### src/rtl/vram_arbiter_pkg.sv
// rtl/vram_arbiter_pkg.sv - shared types and framebuffer constants for the VRAM arbiter
package vram_arbiter_pkg;

    localparam int ADDR_W = 12;
    localparam int DATA_W = 8;

    // Framebuffer window cleared by the clear engine
    localparam logic [ADDR_W-1:0] FB_BASE  = 12'hF00;
    localparam int                FB_BYTES = 256;

    // Owner of the RAM access travelling down the read pipeline
    typedef enum logic [2:0] {
        SRC_NONE,
        SRC_VGA,
        SRC_CPU_RD,
        SRC_CPU_WR,
        SRC_CLR
    } src_t;

    typedef enum logic [1:0] {
        CLR_IDLE,
        CLR_RUN,
        CLR_DRAIN
    } clr_state_t;

    typedef struct packed {
        logic [ADDR_W-1:0] addr;
        logic              we;
        logic [DATA_W-1:0] wdata;
    } ram_cmd_t;

    function automatic logic [ADDR_W-1:0] fb_addr(input logic [7:0] offset);
        return FB_BASE + {{(ADDR_W-8){1'b0}}, offset};
    endfunction

endpackage

### src/rtl/vram_clear_seq.sv
// rtl/vram_clear_seq.sv - framebuffer clear sequencer: one zero byte per free RAM slot
// Offset advances only in cycles where the arbiter hands it the RAM.
module vram_clear_seq
    import vram_arbiter_pkg::*;
(
    input  logic              clk,
    input  logic              rst,
    input  logic              start,
    input  logic              slot_free,
    output logic              busy,
    output logic              wr_pending,
    output logic [ADDR_W-1:0] wr_addr
);

    localparam logic [7:0] LAST_OFF = 8'(FB_BYTES - 1);

    clr_state_t state, state_nxt;
    logic [7:0] offset, offset_nxt;

    always_ff @(posedge clk) begin
        if (rst) begin
            state  <= CLR_IDLE;
            offset <= '0;
        end else begin
            state  <= state_nxt;
            offset <= offset_nxt;
        end
    end

    // DRAIN keeps busy high for the cycle the last write sits on the RAM port
    always_comb begin
        state_nxt  = state;
        offset_nxt = offset;
        wr_pending = 1'b0;
        busy       = (state != CLR_IDLE);
        case (state)
            CLR_IDLE: begin
                if (start) begin
                    state_nxt  = CLR_RUN;
                    offset_nxt = '0;
                end
            end
            CLR_RUN: begin
                wr_pending = 1'b1;
                if (slot_free) begin
                    offset_nxt = offset + 8'd1;
                    if (offset == LAST_OFF) begin
                        state_nxt = CLR_DRAIN;
                    end
                end
            end
            CLR_DRAIN: begin
                state_nxt = CLR_IDLE;
            end
            default: begin
                state_nxt = CLR_IDLE;
            end
        endcase
    end

    assign wr_addr = fb_addr(offset);

endmodule

### src/rtl/vram_arbiter.sv
// rtl/vram_arbiter.sv - single-port VRAM arbiter, fixed priority VGA > clear > CPU, 3-cycle read pipeline
// Clear engine (vram_clear_seq) is built only when VRAM_CLEAR_EN is defined.
module vram_arbiter
    import vram_arbiter_pkg::*;
(
    input  logic              clk,
    input  logic              rst,
    input  logic              vga_req,
    input  logic [ADDR_W-1:0] vga_addr,
    output logic [DATA_W-1:0] vga_data,
    output logic              vga_valid,
    input  logic              cpu_req,
    input  logic              cpu_we,
    input  logic [ADDR_W-1:0] cpu_addr,
    input  logic [DATA_W-1:0] cpu_wdata,
    output logic              cpu_ack,
    output logic [DATA_W-1:0] cpu_rdata,
    input  logic              clr_start,
    output logic              clr_busy,
    output logic [ADDR_W-1:0] ram_addr,
    output logic              ram_we,
    output logic [DATA_W-1:0] ram_wdata,
    input  logic [DATA_W-1:0] ram_rdata
);

    logic              clr_pending;
    logic [ADDR_W-1:0] clr_addr;
    logic              cpu_busy;
    ram_cmd_t          cmd_nxt;
    src_t              src_nxt;
    src_t              p1_src;
    src_t              p2_src;

`ifdef VRAM_CLEAR_EN
    vram_clear_seq u_clear_seq (
        .clk        (clk),
        .rst        (rst),
        .start      (clr_start),
        .slot_free  (!vga_req),
        .busy       (clr_busy),
        .wr_pending (clr_pending),
        .wr_addr    (clr_addr)
    );
`else
    logic unused_clr_start;
    assign unused_clr_start = clr_start;
    assign clr_busy         = 1'b0;
    assign clr_pending      = 1'b0;
    assign clr_addr         = '0;
`endif

    // One CPU transaction in flight: blocked from grant until its ack cycle has passed
    assign cpu_busy = (p1_src inside {SRC_CPU_RD, SRC_CPU_WR}) ||
                      (p2_src inside {SRC_CPU_RD, SRC_CPU_WR}) ||
                      cpu_ack;

    always_comb begin
        cmd_nxt = '0;
        src_nxt = SRC_NONE;
        if (vga_req) begin
            cmd_nxt.addr = vga_addr;
            src_nxt      = SRC_VGA;
        end else if (clr_pending) begin
            cmd_nxt.addr = clr_addr;
            cmd_nxt.we   = 1'b1;
            src_nxt      = SRC_CLR;
        end else if (cpu_req && !clr_busy && !cpu_busy) begin
            cmd_nxt.addr = cpu_addr;
            if (cpu_we) begin
                cmd_nxt.we    = 1'b1;
                cmd_nxt.wdata = cpu_wdata;
                src_nxt       = SRC_CPU_WR;
            end else begin
                src_nxt       = SRC_CPU_RD;
            end
        end
    end

    // p1: command on ram_*, p2: ram_rdata valid, then result registered out
    always_ff @(posedge clk) begin
        if (rst) begin
            ram_addr  <= '0;
            ram_we    <= 1'b0;
            ram_wdata <= '0;
            p1_src    <= SRC_NONE;
            p2_src    <= SRC_NONE;
            vga_valid <= 1'b0;
            vga_data  <= '0;
            cpu_ack   <= 1'b0;
            cpu_rdata <= '0;
        end else begin
            ram_addr  <= cmd_nxt.addr;
            ram_we    <= cmd_nxt.we;
            ram_wdata <= cmd_nxt.wdata;
            p1_src    <= src_nxt;
            p2_src    <= p1_src;
            vga_valid <= (p2_src == SRC_VGA);
            if (p2_src == SRC_VGA) begin
                vga_data <= ram_rdata;
            end
            cpu_ack <= (p2_src inside {SRC_CPU_RD, SRC_CPU_WR});
            if (p2_src == SRC_CPU_RD) begin
                cpu_rdata <= ram_rdata;
            end
        end
    end

endmodule

### config.mk
export PLATFORM = sky130hd
export DESIGN_NAME = vram_arbiter
export DESIGN_NICKNAME = d
export VERILOG_FILES = /design/src/rtl/vram_arbiter_pkg.sv /design/src/rtl/vram_clear_seq.sv /design/src/rtl/vram_arbiter.sv
export SDC_FILE = /design/constraint.sdc
export NUM_CORES = 1
export LEC_CHECK = 0
export BUFFER_PORTS_ARGS = -buffer_cell sky130_fd_sc_hd__buf_2
export CAP_MARGIN = 10
export CELL_PAD_IN_SITES_DETAIL_PLACEMENT = 0
export CELL_PAD_IN_SITES_GLOBAL_PLACEMENT = 1
export CORE_UTILIZATION = 27
export CTS_BUF_LIST = sky130_fd_sc_hd__clkbuf_16
export DETAILED_ROUTE_END_ITERATION = 10
export GPL_TIMING_DRIVEN = 0
export HOLD_SLACK_MARGIN = 0.08
export PLACE_DENSITY_LB_ADDON = 0.1
export SYNTH_ARGS = -nofsm -noshare
export SYNTH_HDL_FRONTEND = slang
export SYNTH_SLANG_ARGS = --single-unit
### constraint.sdc
create_clock -name clk -period 1.3 [get_ports clk]
set_input_delay 0.13 -clock clk [delete_from_list [all_inputs] [get_ports clk]]
set_output_delay 0.13 -clock clk [all_outputs]
set_load 0.01 [all_outputs]
; ---- Word-level counts from Yosys, hierarchy flattened
; Index checks and enable logic that the tools add are counted.
; Widths: inputs -> output; s select.
[totals]
ff_bits = 45
inputBits = 46
out_inout_bits = 40
wordCells = 31
[classes]
n_eq_ne = 5
muxes = 6
bitwise_logic = 2
n_reduce_logical = 8
[ops]
columns = operator, count
row1 = $mux 21, 1
row2 = $eq 3x2->1 const B, 4
row3 = $mux 12, 1
row4 = $mux 9, 1
row5 = $reduce_bool 2->1, 2
row6 = $reduce_or 4->1, 1
row7 = $eq 3x1->1 const B, 1
row8 = $mux 1, 3
row9 = $reduce_or 3->1, 1
row10 = $logic_or 1x1->1, 2
row11 = $not 1->1, 2
row12 = $logic_and 1x1->1, 1
row13 = $logic_not 1->1, 1

; ---- Depth between registers and ports, before layout
[depth]
word_depth = 8
ltp_mapped = 4
mapped_depth_nobuf = 3

; ---- Least setup slack after synthesis
; Ideal clock, no wire load.
[synth_path]
kind = reg-to-reg
from = register cpu_ack
to = register ram_addr[0]
setup_ps = 60
arrival_ps = 1324
slack_ps = -84
stages_incl_launch_ff = 5
cell_sequence = dfxtp_1 > or4b_4 > nor3_4 > buf_6 > a22o_1
[synth_between]
elab_chain_len = 5
[synth_lines]
columns = element, line_no
row1 = "start, declared", vram_arbiter.sv:16  ; output logic cpu_ack,
row2 = "start signal, assigned", vram_arbiter.sv:101  ; cpu_ack <= (p2_src inside {SRC_CPU_RD, SRC_CPU_WR});
row3 = $logic_or 1x1->1, vram_arbiter.sv:54  ; (p2_src inside {SRC_CPU_RD, SRC_CPU_WR}) ||
row4 = $logic_not 1->1, vram_arbiter.sv:67  ; end else if (cpu_req && !clr_busy && !cpu_busy) begin
row5 = $logic_and 1x1->1, vram_arbiter.sv:67
row6 = $mux 21, vram_arbiter.sv:67
row7 = $mux 12, vram_arbiter.sv:60  ; if (vga_req) begin
row8 = "end signal, assigned", vram_arbiter.sv:92  ; ram_addr <= cmd_nxt.addr;
row9 = "end, declared", vram_arbiter.sv:20  ; output logic [ADDR_W-1:0] ram_addr,
; Every way passes these cells.
; A chain may end at the register's enable or synchronous reset.

; ---- Worst setup path after layout
[layout_path]
from = register p2_src[1]
to = register ram_addr[1]
[layout_between]
elab_chain_len = 8
elab_cells_between_ends = 9
[layout_lines]
columns = element, line_no
row1 = "start, declared", vram_arbiter.sv:32  ; src_t p2_src;
row2 = "start signal, assigned", vram_arbiter.sv:96  ; p2_src <= p1_src;
row3 = $eq 3x2->1, vram_arbiter.sv:54
row4 = $reduce_bool 2->1 (*), vram_arbiter.sv:54
row5 = $logic_or 1x1->1 (*), vram_arbiter.sv:53  ; assign cpu_busy = (p1_src inside {SRC_CPU_RD, SRC_CPU_WR}) ||
row6 = $logic_or 1x1->1 (*), vram_arbiter.sv:54
row7 = $logic_not 1->1 (*), vram_arbiter.sv:67
row8 = $logic_and 1x1->1 (*), vram_arbiter.sv:67
row9 = $mux 21 (*), vram_arbiter.sv:67
row10 = $mux 12 (*), vram_arbiter.sv:60
; Every way passes the cells marked *; elsewhere a longest branch is shown, timed or not.

==> summary.md <==
| Metric | Value |
|---|---|
| Outcome | complete, but fails checks |
| Failing checks | negative setup slack |
| MaxCap Viol Count | 0 |
| Total number of vias | 1302 |
| Cell at the slowest stage of the critical path | or4b_4 |
| Post-Syn Nets | 172 |
| Multiplexer share of the synthesized area | 5.79% |
| Initial drt markers | 35 |
| RSZ-0062 raised after global routing | yes |
| Unique masters post-synth | 19 |
| CTS HTree Levels | 2 |
| Final core utilization | 48.2% |
| Synth Area in Adders | 0% |
| Design area | 2320 um^2 |
| Wire length per cell | 11.5 um |
| Congestion Overflow GR | 0 |
| Net Sw Power | 607 uW |
| Internal power | 2.24 mW |
| Residual DRC | 0 |
| CTS Buf Count | 5 |
| Gr usage total | 14.4% |
| Synth Instances | 126 |
| Worst hold slack | 0.0877 ns |
| Area Overhead vs Synth | 67.9% |
| Nets | 291 |
| Delay-heaviest family, CP | simple AND/OR/NAND/NOR gates |
| Power consumption | 2.85 mW |
| CP Class | reg2reg |
| Die ar. | 5410 um^2 |
| Largest net degree at the start of global routing | 13 |
| Filler instances | 488 |
| Mapped Area | 1380 um^2 |
| Chip height | 73.6 um |
| Crit path max fanout | 10 |
| WP data required | 1.52 ns |
| Setup-failing EPs final | 22 |
| Root Buffer | clkbuf_16 |
| Sequential share of the synthesized area | 62.3% |
| Starting Density | 28.7% |
| Row count | 25 |
| Syn. warnings | 0 |
| Gp weighted congestion | 0.645 |
| Clock tree buffer depth | 2 |
| Final hold vios | 0 |
| Layout cells sized above 1 | 39.8% |
| Number of global-route vias before repair | 1290 |
| Total negative slack | -2.91 ns |
| TritonRoute pass-1 iters | 4 |
| Slowest Stage Delay on Critical Path | 0.55 ns |
| Avg Vias per Cell | 4.16 |
| Kind of start point of the critical path | register |
| Sequential cell area | 863 um^2 |
| Crit. End Element | register |
| Yosys reg bits | 43 |
| Worst Path Arrival | 1.68 ns |
| Simple-gate share of the synthesized area | 16.7% |
| Sw Share | 21.3% |
| Antenna-violating nets left | 0 |
| Avg Cell Area, Syn | 11.0 um^2 |
| First-pass GRT wire length | 5650 um |
| I/O pin count | 86 |
| Clock-pin slew on the worst setup and hold paths | 0.06 ns |
| Sequential power share | 48.6% |
| Pre-CTS setup slack | -0.182 ns |
| Post-layout min period | 1.46 ns |
| Final WS setup | -0.159 ns |
| # diodes | 0 |
| WL final | 3590 um |
| Clock power share | 40.2% |
| Crit-path cells | or4b_4, nor3_4, buf_6, a22o_1 |
| Finished Layout Cells | 313 |
| Largest family of logic cells by synthesized area | simple AND/OR/NAND/NOR gates |
| XOR/XNOR Fraction of Synth Area | 0% |
| Gate power share | 11.3% |
| Achievable frequency | 0.686 GHz |
| Clk_lat worst skew | 0.28 ns |
| CTS tree | built |
| Initial antenna violation count | 0 |
| Maximum VDD drop | 492 uV |
| Layout Skew | 0.00285 ns |
| Cell area after placement | 1880 um^2 |
| Hold WC Path Type | in2reg |
| Synth Area in Compound Gates | 11.0% |
| Slew Limit Fails | 0 |
| Pwr Density | 1230 nW/um^2 |
| Area occupied by multi-input gates | 468 um^2 |
| Hpwl dp | 2230 um |
| Buf/Inv on CP | 1 |
| Leak pwr | 1.15 nW |
| Die Wd | 73.6 um |
| Placed insts | 276 |
| Sink Count | 43 |
| Port bufs | 83 |
| Core box area | 4820 um^2 |
| Period Utilization, post-route | 112% |
Yosys cell counts (all sizes together):
master	n	share of area, %
dfxtp	43	62
nand2	16	4.3
a22o	12	7.6
nor2	9	2.4
a21oi	8	2.9
and3	8	3.6
mux2i	8	5.8
clkbuf	5	1.4
nor2b	5	2.3
buf	4	2.5
nand2b	2	0.90
and2	1	0.45
and2b	1	0.54
conb	1	0.27
nor3	1	1.2
o21bai	1	0.54
or4b	1	1.0
repair_timing:
item	in CTS	in global routing
hold buffers	29	0
pin swaps	2	0
gates resized for setup	0	1
endpoints found under the hold margin	18	0
buffers inserted	2	0
endpoints found under the setup margin	22	32
final timing paths:
| check | from | to | slack [ns] | depth (start not counted) |
|---|---|---|---|---|
| min | cpu_wdata[3] | ram_wdata[3] | 0.09 | 2 |
| max reg2reg | p2_src[1] | ram_addr[1] | -0.16 | 4 |
| max | p2_src[1] | ram_addr[1] | -0.16 | 4 |
| min reg2reg | p1_src[0] | p2_src[0] | 0.43 | 1 |
worst reg2reg max path, delay by kind of cell, from the launching register on:
kind,cells,cell delay (ns)
compound gates,1,0.15
buf+inv,1,0.18
flops,1,0.32
simple gates,2,0.76
final cells by class:
| class | count | share of cell area, % |
|---|---|---|
| buffer | 7 | 2.10 |
| clock buffer | 5 | 5.39 |
| clock inverter | 3 | 0.485 |
| multi-input combinational | 74 | 20.2 |
| sequential | 43 | 37.2 |
| tap | 67 | 3.61 |
| timing repair buffer | 114 | 31.1 |
cell families (layout without fill, tap and decap cells):
kind of cell           Yosys count  after routing
AND/OR/NAND/NOR                 44             44
flip-flops                      43             43
AO/OA/AOI/OAI                   21             21
buffers and inverters            9            129
multiplexers                     8              8
other                            1              1
power by group through the flow:
stage	clock [mW]	sequential [mW]	combinational, mW
floorplan	0	1.44	0.0929
global placement	0	1.41	0.249
detailed placement	0	1.41	0.252
CTS	1.18	1.39	0.321
global route	1.25	1.39	0.356
finish	1.15	1.38	0.322
metal layers:
layer | track usage [%] | wire, um | up-vias
met1 | 14.0 | 1330 | 585
met5 | 0 | 0 | -
met3 | 6.17 | 298 | 6
li1 | - | - | 659
met2 | 26.4 | 1900 | 52
met4 | 6.41 | 64 | 0
flip-flops by register name (all words and copies together), names as in the netlist:
signal / count
vga_data: 8
cpu_rdata: 8
ram_addr: 12
vga_valid: 1
ram_we: 1
p2_src: 2
ram_wdata: 8
cpu_ack: 1
p1_src: 2
cells in the final DEF (no fill, tap or decap), drive strengths merged:
| master | instances |
|---|---|
| dlygate4sd3 | 29 |
| inv | 1 |
| buf | 88 |
| nand2 | 16 |
| nor2b | 5 |
| and2b | 1 |
| a21oi | 8 |
| mux2i | 8 |
| dfxtp | 43 |
| a22o | 12 |
| and3 | 8 |
| nand2b | 2 |
| conb | 1 |
| nor2 | 9 |
| and2 | 1 |
| clkinv | 2 |
| clkbuf | 9 |
| o21bai | 1 |
| or4b | 1 |
| nor3 | 1 |
Note: power is estimated with default switching activity, not from simulation.
